**src/rtl/pc_seq_ctrl.sv**
```systemverilog
// Multi-cycle fetch/PC sequencer: imem req/ack fetch, decode hand-off, branch/JALR redirect.
// Optional perf counters (retired/redirect) are built only when PC_SEQ_PERF_EN is defined.
module pc_seq_ctrl #(
  parameter logic [31:0] RESET_PC    = 32'h0000_0000,
  parameter int unsigned ACK_TIMEOUT = 16
) (
  input  logic        clk,
  input  logic        rst_n,
  output logic        imem_req_o,
  output logic [31:0] imem_addr_o,
  input  logic        imem_ack_i,
  input  logic [31:0] imem_rdata_i,
  output logic        inst_valid_o,
  input  logic        inst_ready_i,
  input  logic        stall_i,
  output logic [31:0] inst_out_o,
  output logic [31:0] inst_pc_o,
  input  logic [31:0] imm_in_i,
  input  logic        br_valid_i,
  input  logic        br_taken_i,
  input  logic [31:0] jalr_target_i,
  output logic [31:0] pc_out_o,
  output logic        flush_o,
  output logic [1:0]  err_o,
  output logic [31:0] retired_cnt_o,
  output logic [31:0] redirect_cnt_o
);

  typedef enum logic [2:0] {IDLE, FETCH, HOLD, RESOLVE, HALT} state_t;

  localparam logic [6:0] OP_JAL  = 7'b1101111;
  localparam logic [6:0] OP_B    = 7'b1100011;
  localparam logic [6:0] OP_JALR = 7'b1100111;
  localparam logic [7:0] WAIT_LAST = 8'(ACK_TIMEOUT - 1);

  state_t      state_q, state_d;
  logic [31:0] pc_q, pc_d;
  logic [31:0] inst_q, inst_d;
  logic [31:0] inst_pc_q, inst_pc_d;
  logic [1:0]  err_q, err_d;
  logic [7:0]  wait_q, wait_d;

  logic [31:0] next_pc;
  logic        go;
  logic        nonseq;

  always_ff @(posedge clk or negedge rst_n) begin
    if (!rst_n) begin
      state_q   <= IDLE;
      pc_q      <= RESET_PC;
      inst_q    <= '0;
      inst_pc_q <= '0;
      err_q     <= '0;
      wait_q    <= '0;
    end else begin
      state_q   <= state_d;
      pc_q      <= pc_d;
      inst_q    <= inst_d;
      inst_pc_q <= inst_pc_d;
      err_q     <= err_d;
      wait_q    <= wait_d;
    end
  end

  always_comb begin
    state_d      = state_q;
    pc_d         = pc_q;
    inst_d       = inst_q;
    inst_pc_d    = inst_pc_q;
    err_d        = err_q;
    wait_d       = wait_q;
    imem_req_o   = 1'b0;
    inst_valid_o = 1'b0;
    flush_o      = 1'b0;
    next_pc      = inst_pc_q + 32'd4;
    go           = 1'b0;
    nonseq       = 1'b0;

    case (state_q)
      IDLE: state_d = FETCH;
      FETCH: begin
        imem_req_o = 1'b1;
        // An ack arriving on the final allowed cycle still completes the fetch.
        if (imem_ack_i) begin
          inst_d    = imem_rdata_i;
          inst_pc_d = pc_q;
          wait_d    = '0;
          state_d   = HOLD;
        end else if (wait_q == WAIT_LAST) begin
          wait_d  = wait_q + 8'd1;
          err_d   = 2'b10;
          state_d = HALT;
        end else begin
          wait_d = wait_q + 8'd1;
        end
      end
      HOLD: begin
        inst_valid_o = 1'b1;
        if (inst_ready_i && !stall_i) begin
          case (inst_q[6:0])
            OP_JAL: begin
              next_pc = inst_pc_q + imm_in_i;
              nonseq  = 1'b1;
              go      = 1'b1;
            end
            OP_B, OP_JALR: state_d = RESOLVE;
            default: go = 1'b1;
          endcase
        end
      end
      RESOLVE: begin
        if (br_valid_i) begin
          go = 1'b1;
          if (inst_q[6:0] == OP_JALR) begin
            next_pc = jalr_target_i & 32'hFFFF_FFFE;
            nonseq  = 1'b1;
          end else if (br_taken_i) begin
            next_pc = inst_pc_q + imm_in_i;
            nonseq  = 1'b1;
          end
        end
      end
      default: ;
    endcase

    // A misaligned target halts without touching the PC or signalling a flush.
    if (go) begin
      if (next_pc[1:0] != 2'b00) begin
        err_d   = 2'b01;
        state_d = HALT;
      end else begin
        pc_d    = next_pc;
        state_d = FETCH;
        flush_o = nonseq;
      end
    end
  end

  assign imem_addr_o = pc_q;
  assign pc_out_o    = pc_q;
  assign inst_out_o  = inst_q;
  assign inst_pc_o   = inst_pc_q;
  assign err_o       = err_q;

`ifdef PC_SEQ_PERF_EN
  logic [31:0] retired_q, redirect_q;
  logic        accept;

  assign accept = (state_q == HOLD) && inst_ready_i && !stall_i;

  always_ff @(posedge clk or negedge rst_n) begin
    if (!rst_n) begin
      retired_q  <= '0;
      redirect_q <= '0;
    end else begin
      if (accept)  retired_q  <= retired_q + 32'd1;
      if (flush_o) redirect_q <= redirect_q + 32'd1;
    end
  end

  assign retired_cnt_o  = retired_q;
  assign redirect_cnt_o = redirect_q;
`else
  assign retired_cnt_o  = 32'h0;
  assign redirect_cnt_o = 32'h0;
`endif

endmodule

```
**config.mk**
```make
export PLATFORM = sky130hd
export DESIGN_NAME = pc_seq_ctrl
export DESIGN_NICKNAME = d
export VERILOG_FILES = /design/src/rtl/pc_seq_ctrl.sv
export SDC_FILE = /design/constraint.sdc
export NUM_CORES = 1
export LEC_CHECK = 0
export BUFFER_PORTS_ARGS = -buffer_cell sky130_fd_sc_hd__buf_2
export CAP_MARGIN = 20
export CORE_MARGIN = 2
export CORE_UTILIZATION = 30
export CTS_CLUSTER_SIZE = 8
export DETAILED_ROUTE_END_ITERATION = 7
export SYNTH_ARGS = -nofsm -noshare
export SYNTH_HDL_FRONTEND = slang
export SYNTH_SLANG_ARGS = --single-unit
```
**constraint.sdc**
```tcl
create_clock -name clk -period 6.03 [get_ports clk]
set_input_delay 0.603 -clock clk [delete_from_list [all_inputs] [get_ports clk]]
set_output_delay 0.603 -clock clk [all_outputs]
set_load 0.03 [all_outputs]
```
Word level (Yosys, flattened, before mapping):

Index checks and enable logic that the tools add are counted.

* register bits: 109
* bits of input ports: 103
* output and inout port bits: 197
* logic and storage cells: 62

* add/sub/neg operators: 3
* eq/ne operators: 10
* multiplexer cells: 33
* bitwise operators: 1
* reductions and logical operators: 9

Operators by type and width (count)
* two-way mux 32 bit: 5
* one-hot mux 32 bit (2 select lines): 1
* adder 32 x 3 -> 32 bit (second input constant): 1
* adder 32 bit: 1
* == test 7 bit (second input constant): 3
* two-way mux 3 bit: 6
* two-way mux 1 bit: 12
* two-way mux 2 bit: 5
* one-hot mux 3 bit (3 select lines): 1
* adder 8 x 1 -> 8 bit (second input constant): 1
* == test 8 x 4 -> 1 bit (second input constant): 1
* two-way mux 8 bit: 1
* == test 3 x 2 -> 1 bit (second input constant): 2
* inequality test 4 bit (second input constant): 1
* one-hot mux 1 bit (2 select lines): 2
* AND reduction 2 bit: 2
* AND reduction 4 bit: 1
* nonzero test 4 bit: 1
* == test 3 x 1 -> 1 bit (second input constant): 1
* logical NOT 3 bit: 1
* inequality test 3 x 2 -> 1 bit (second input constant): 1
* inequality test 3 bit (second input constant): 1
* nonzero test 2 bit: 1
* OR reduction 2 bit: 1
* 3 further kinds: 3

Longest topological paths before layout:

* depth after elaboration: 8
* gate-level depth with buffers: 12
* depth with buffers taken out: 12

Worst setup path before layout:

Ideal clock, no wire load.

* path kind: flip-flop to output port
* start point: reg inst_q[4], in the netlist inst_out_o[4]
* end point: out flush_o
* arrival time: 2.490 ns
* required time: 5.427 ns
* slack: 2.937 ns
* stages on the path, launching flop included: 10
* buffers on the path: 2
* path through: dfrtp_1 > and3b_1 > and4_4 > nand2_2 > o31a_4 > a21oi_2 > o2111ai_1 > buf_2 > buf_2 > nor2_1

* word-level cells in the longest chain between the ends: 7
* elaborated cells between the ends (all ways): 20

Ends and longest elaborated chain
* start: declaration: RTL line 38 `logic [31:0] inst_q, inst_d;`
* start signal: assignment: RTL line 58 `inst_q <= inst_d;`
* == test 7 bit (on tied branches): RTL line 100, 114
* two-way mux 32 bit (on tied branches): RTL line 114, 100
* two-way mux 32 bit (on tied branches): RTL line 112, 99
* one-hot mux 32 bit (2 select lines): RTL line 79 `case (state_q)`
* nonzero test 2 bit: RTL line 128 `if (next_pc[1:0] != 2'b00) begin`
* two-way mux 1 bit: RTL line 128
* two-way mux 1 bit (*): RTL line 127 `if (go) begin`
* end: declaration: RTL line 23 `output logic flush_o,`

Every way passes the cells marked *; elsewhere a longest branch is shown, timed or not.

Final worst setup path:

* start point: reg state_q[2]
* end point: out flush_o

* word-level cells in the longest chain between the ends: 5
* elaborated cells between the ends (all ways): 8

Ends and longest elaborated chain
* start: declaration: RTL line 36 `state_t state_q, state_d;`
* start signal: assignment: RTL line 56 `state_q <= state_d;`
* == test 3 x 2 -> 1 bit: RTL line 79
* one-hot mux 32 bit (2 select lines): RTL line 79
* nonzero test 2 bit: RTL line 128
* two-way mux 1 bit: RTL line 128
* two-way mux 1 bit (*): RTL line 127

Marks and branches as above.

==> qor.csv <==
metric,value,unit
status,"complete, no violations",
reg2reg_depth,9,
worst-path-max-fanout,25,
wl_met3,1860,µm
setup_viol,0,
vdd_drop_max,0.235,mV
finalHoldViolations,0,
cts_tree,built,
cp-start-kind,flip-flop,
r2r_setup_slack,2.63,ns
critPathKind,reg -> out,
synth-edff-count,0,
synth_top_cell_area_share,0.331,
drcViolationCount,0,
worstSetupPathDepth,8,
antenna_left,0,
wl_met1,11600,µm
crit_family,compound AO/OA/AOI/OAI gates,
gp_congestion,0.905,
cts_buffers,9,
wl,25600,µm
finalPower,5.04,mW
drtIter0Drc,588,
critical_path_required,5.43,ns
drive_gt1_frac,0.328,
dr_wl_met2,11700,µm
vias,7364,
yosys.cell_count.top_type,dfrtp_1,
fp.dieH,170,µm
yosys_warnings,0,
path_buf_inv,1,
cts_resized,0,
ios,300,
crit_chain,nand2b_2 -> nor2_4 -> nand3_1 -> a21oi_1 -> o21ai_0 -> o2111ai_2 -> nor2_1 -> buf_2,
cts_num_sinks,109,
routedWlPerCell,17.9,µm
initial_core_util,0.306,
powerDensity,526,nW/µm²
holdWs,0.380,ns
slew-limit-headroom,0.348,
p_leak,4.66,nW
yosysUniqueCellTypes,82,
synth-seq-cells,109,
drv_slew,0,
grt_overflow,0,
r2r-end,imem_addr_o[29],
core-area,27000,µm²
post_cts_buffers,0,
async_reset_ff_frac,1.00,
maxCapViolations,0,
grt_pass1_vias,6754,
synthCells,898,
postCtsHoldBufs,0,
cts-htree-levels,3,
arrival,3.23,ns
period_minus_slack,3.83,ns
insertion_delay,0.37,ns
rows,60,
topRoutingLayerUsed,met5,
dr.pass1.iters,5,
period_share,0.636,
clk_pin_slew,0.08,ns
cp-end-kind,primary output,
seq_area_frac_synth,0.331,
r2r-start,state_q[2],
final.setup.tns,0,ns
critPathSlowestCell,a21oi_1,
fillers,2816,
worstMarginPinSlew,0.978,ns
port_buffers,234,
rsz0062_at_grt,false,
gr-usage-all-layers,0.175,
synth_area,8250,µm²
hold_path_class,in -> async,
grt_pass1_wl,38700,µm
critPathMaxStageDelay,0.61,ns
clk_path_buf_depth,2,
synthTopCellsByCount,"dfrtp_1 (109), buf_4 (97), mux2_2 (67)",
synth_flop_cell,dfrtp_1,
die_x,170,µm
synth.area.top_cells,"dfrtp_1 (33%), mux2_2 (9.1%), buf_4 (8.8%)",
final_nets,1221,
syn_area_per_cell,9.18,µm²
synth_top_cell_by_area,dfrtp_1,
viasPerCell,5.14,
max_freq,0.261,GHz
grt_antenna_before_repair,4,
dp.final_hpwl,19400,µm
clockRootBuffer,clkbuf_16,
dieArea,28800,µm²
fin_skew,0.0154,ns
syn_to_final_growth,16.2,%
grt_max_degree,75,
[final cells by class]
| type | instances | area [µm²] | area share |
|---|---|---|---|
| Antenna cell | 2 | 5.00 | 0.000522 |
| Clock buffer | 9 | 225 | 0.0235 |
| Clock inverter | 7 | 92.6 | 0.00966 |
| Inverter | 15 | 56.3 | 0.00588 |
| Multi-Input combinational cell | 710 | 4840 | 0.505 |
| Sequential cell | 109 | 2730 | 0.285 |
| Tap cell | 341 | 427 | 0.0445 |
| Timing Repair Buffer | 239 | 1210 | 0.126 |
[sequential cells by signal (all words and copies together) (netlist names)]
name,count
wait_q,8
inst_pc_o,32
state_q,3
err_o,2
imem_addr_o,32
inst_out_o,32
[placed cells by master (no fill, tap or decap), types with 15 or more instances in the layout]
cell       n
nor3_1    18
xor2_1    25
o21ai_0   62
nand3_1   26
xnor2_1   27
inv_1     15
nor2_1    59
a31oi_1   15
ha_1      33
buf_2    233
mux2_2    67
conb_1    64
a21oi_1   66
dfrtp_1  109
a21o_1    24
nand2_1   61
[where the power goes]
group | switching, mW | leakage [nW] | total [mW] | internal [mW]
clock network | 0.319 | 0.155 | 0.653 | 0.334
logic | 1.92 | 3.15 | 2.95 | 1.04
registers | 0.384 | 1.36 | 1.43 | 1.05
[worst max path at each step]
stage,startpoint,endpoint
floorplan,inst_out_o[4],flush_o
global placement,state_q[2],flush_o
detailed placement,stall_i,flush_o
CTS,state_q[2],flush_o
global route,state_q[2],flush_o
finish,state_q[2],flush_o
[routing by layer]
metal  vias to the layer above  global-route usage
met5                         -                   0
met4                         2              0.0502
met3                        23              0.0333
met2                       316               0.281
met1                      3542               0.240
li1                       3481                   -
[per-stage QoR]
step                 util  std cells  area (µm²)  setup slack (ns)
floorplan               -        961        8480              2.94
global placement    0.344       1414        9260              2.66
detailed placement  0.344       1414        9260              2.61
CTS                 0.355       1430        9580              2.20
global route        0.355       1432        9580              2.00
finish              0.355       1432        9580              2.20
[cell families (layout without fill, tap and decap cells)]
logic type / Yosys count / in the layout / share of synthesized area
muxes: 70 / 70 / 0.0951
and+or+nand+nor: 235 / 235 / 0.148
xor gates and xnor gates: 52 / 52 / 0.0552
adders and majority gates: 34 / 34 / 0.0525
other: 1 / 66 / 0.000455
AOI/OAI and AO/OA: 255 / 255 / 0.205
buffers and inverters: 142 / 270 / 0.113
DFF: 109 / 109 / 0.331
[worst reg2reg max path: cells and delay by family, from the launching register on]
kind	cells	cell delay (ns)
compound gates	4	1.40
simple gates	4	1.14
flops	1	0.42
buf+inv	1	0.37
(Power assumes the default switching activity.)
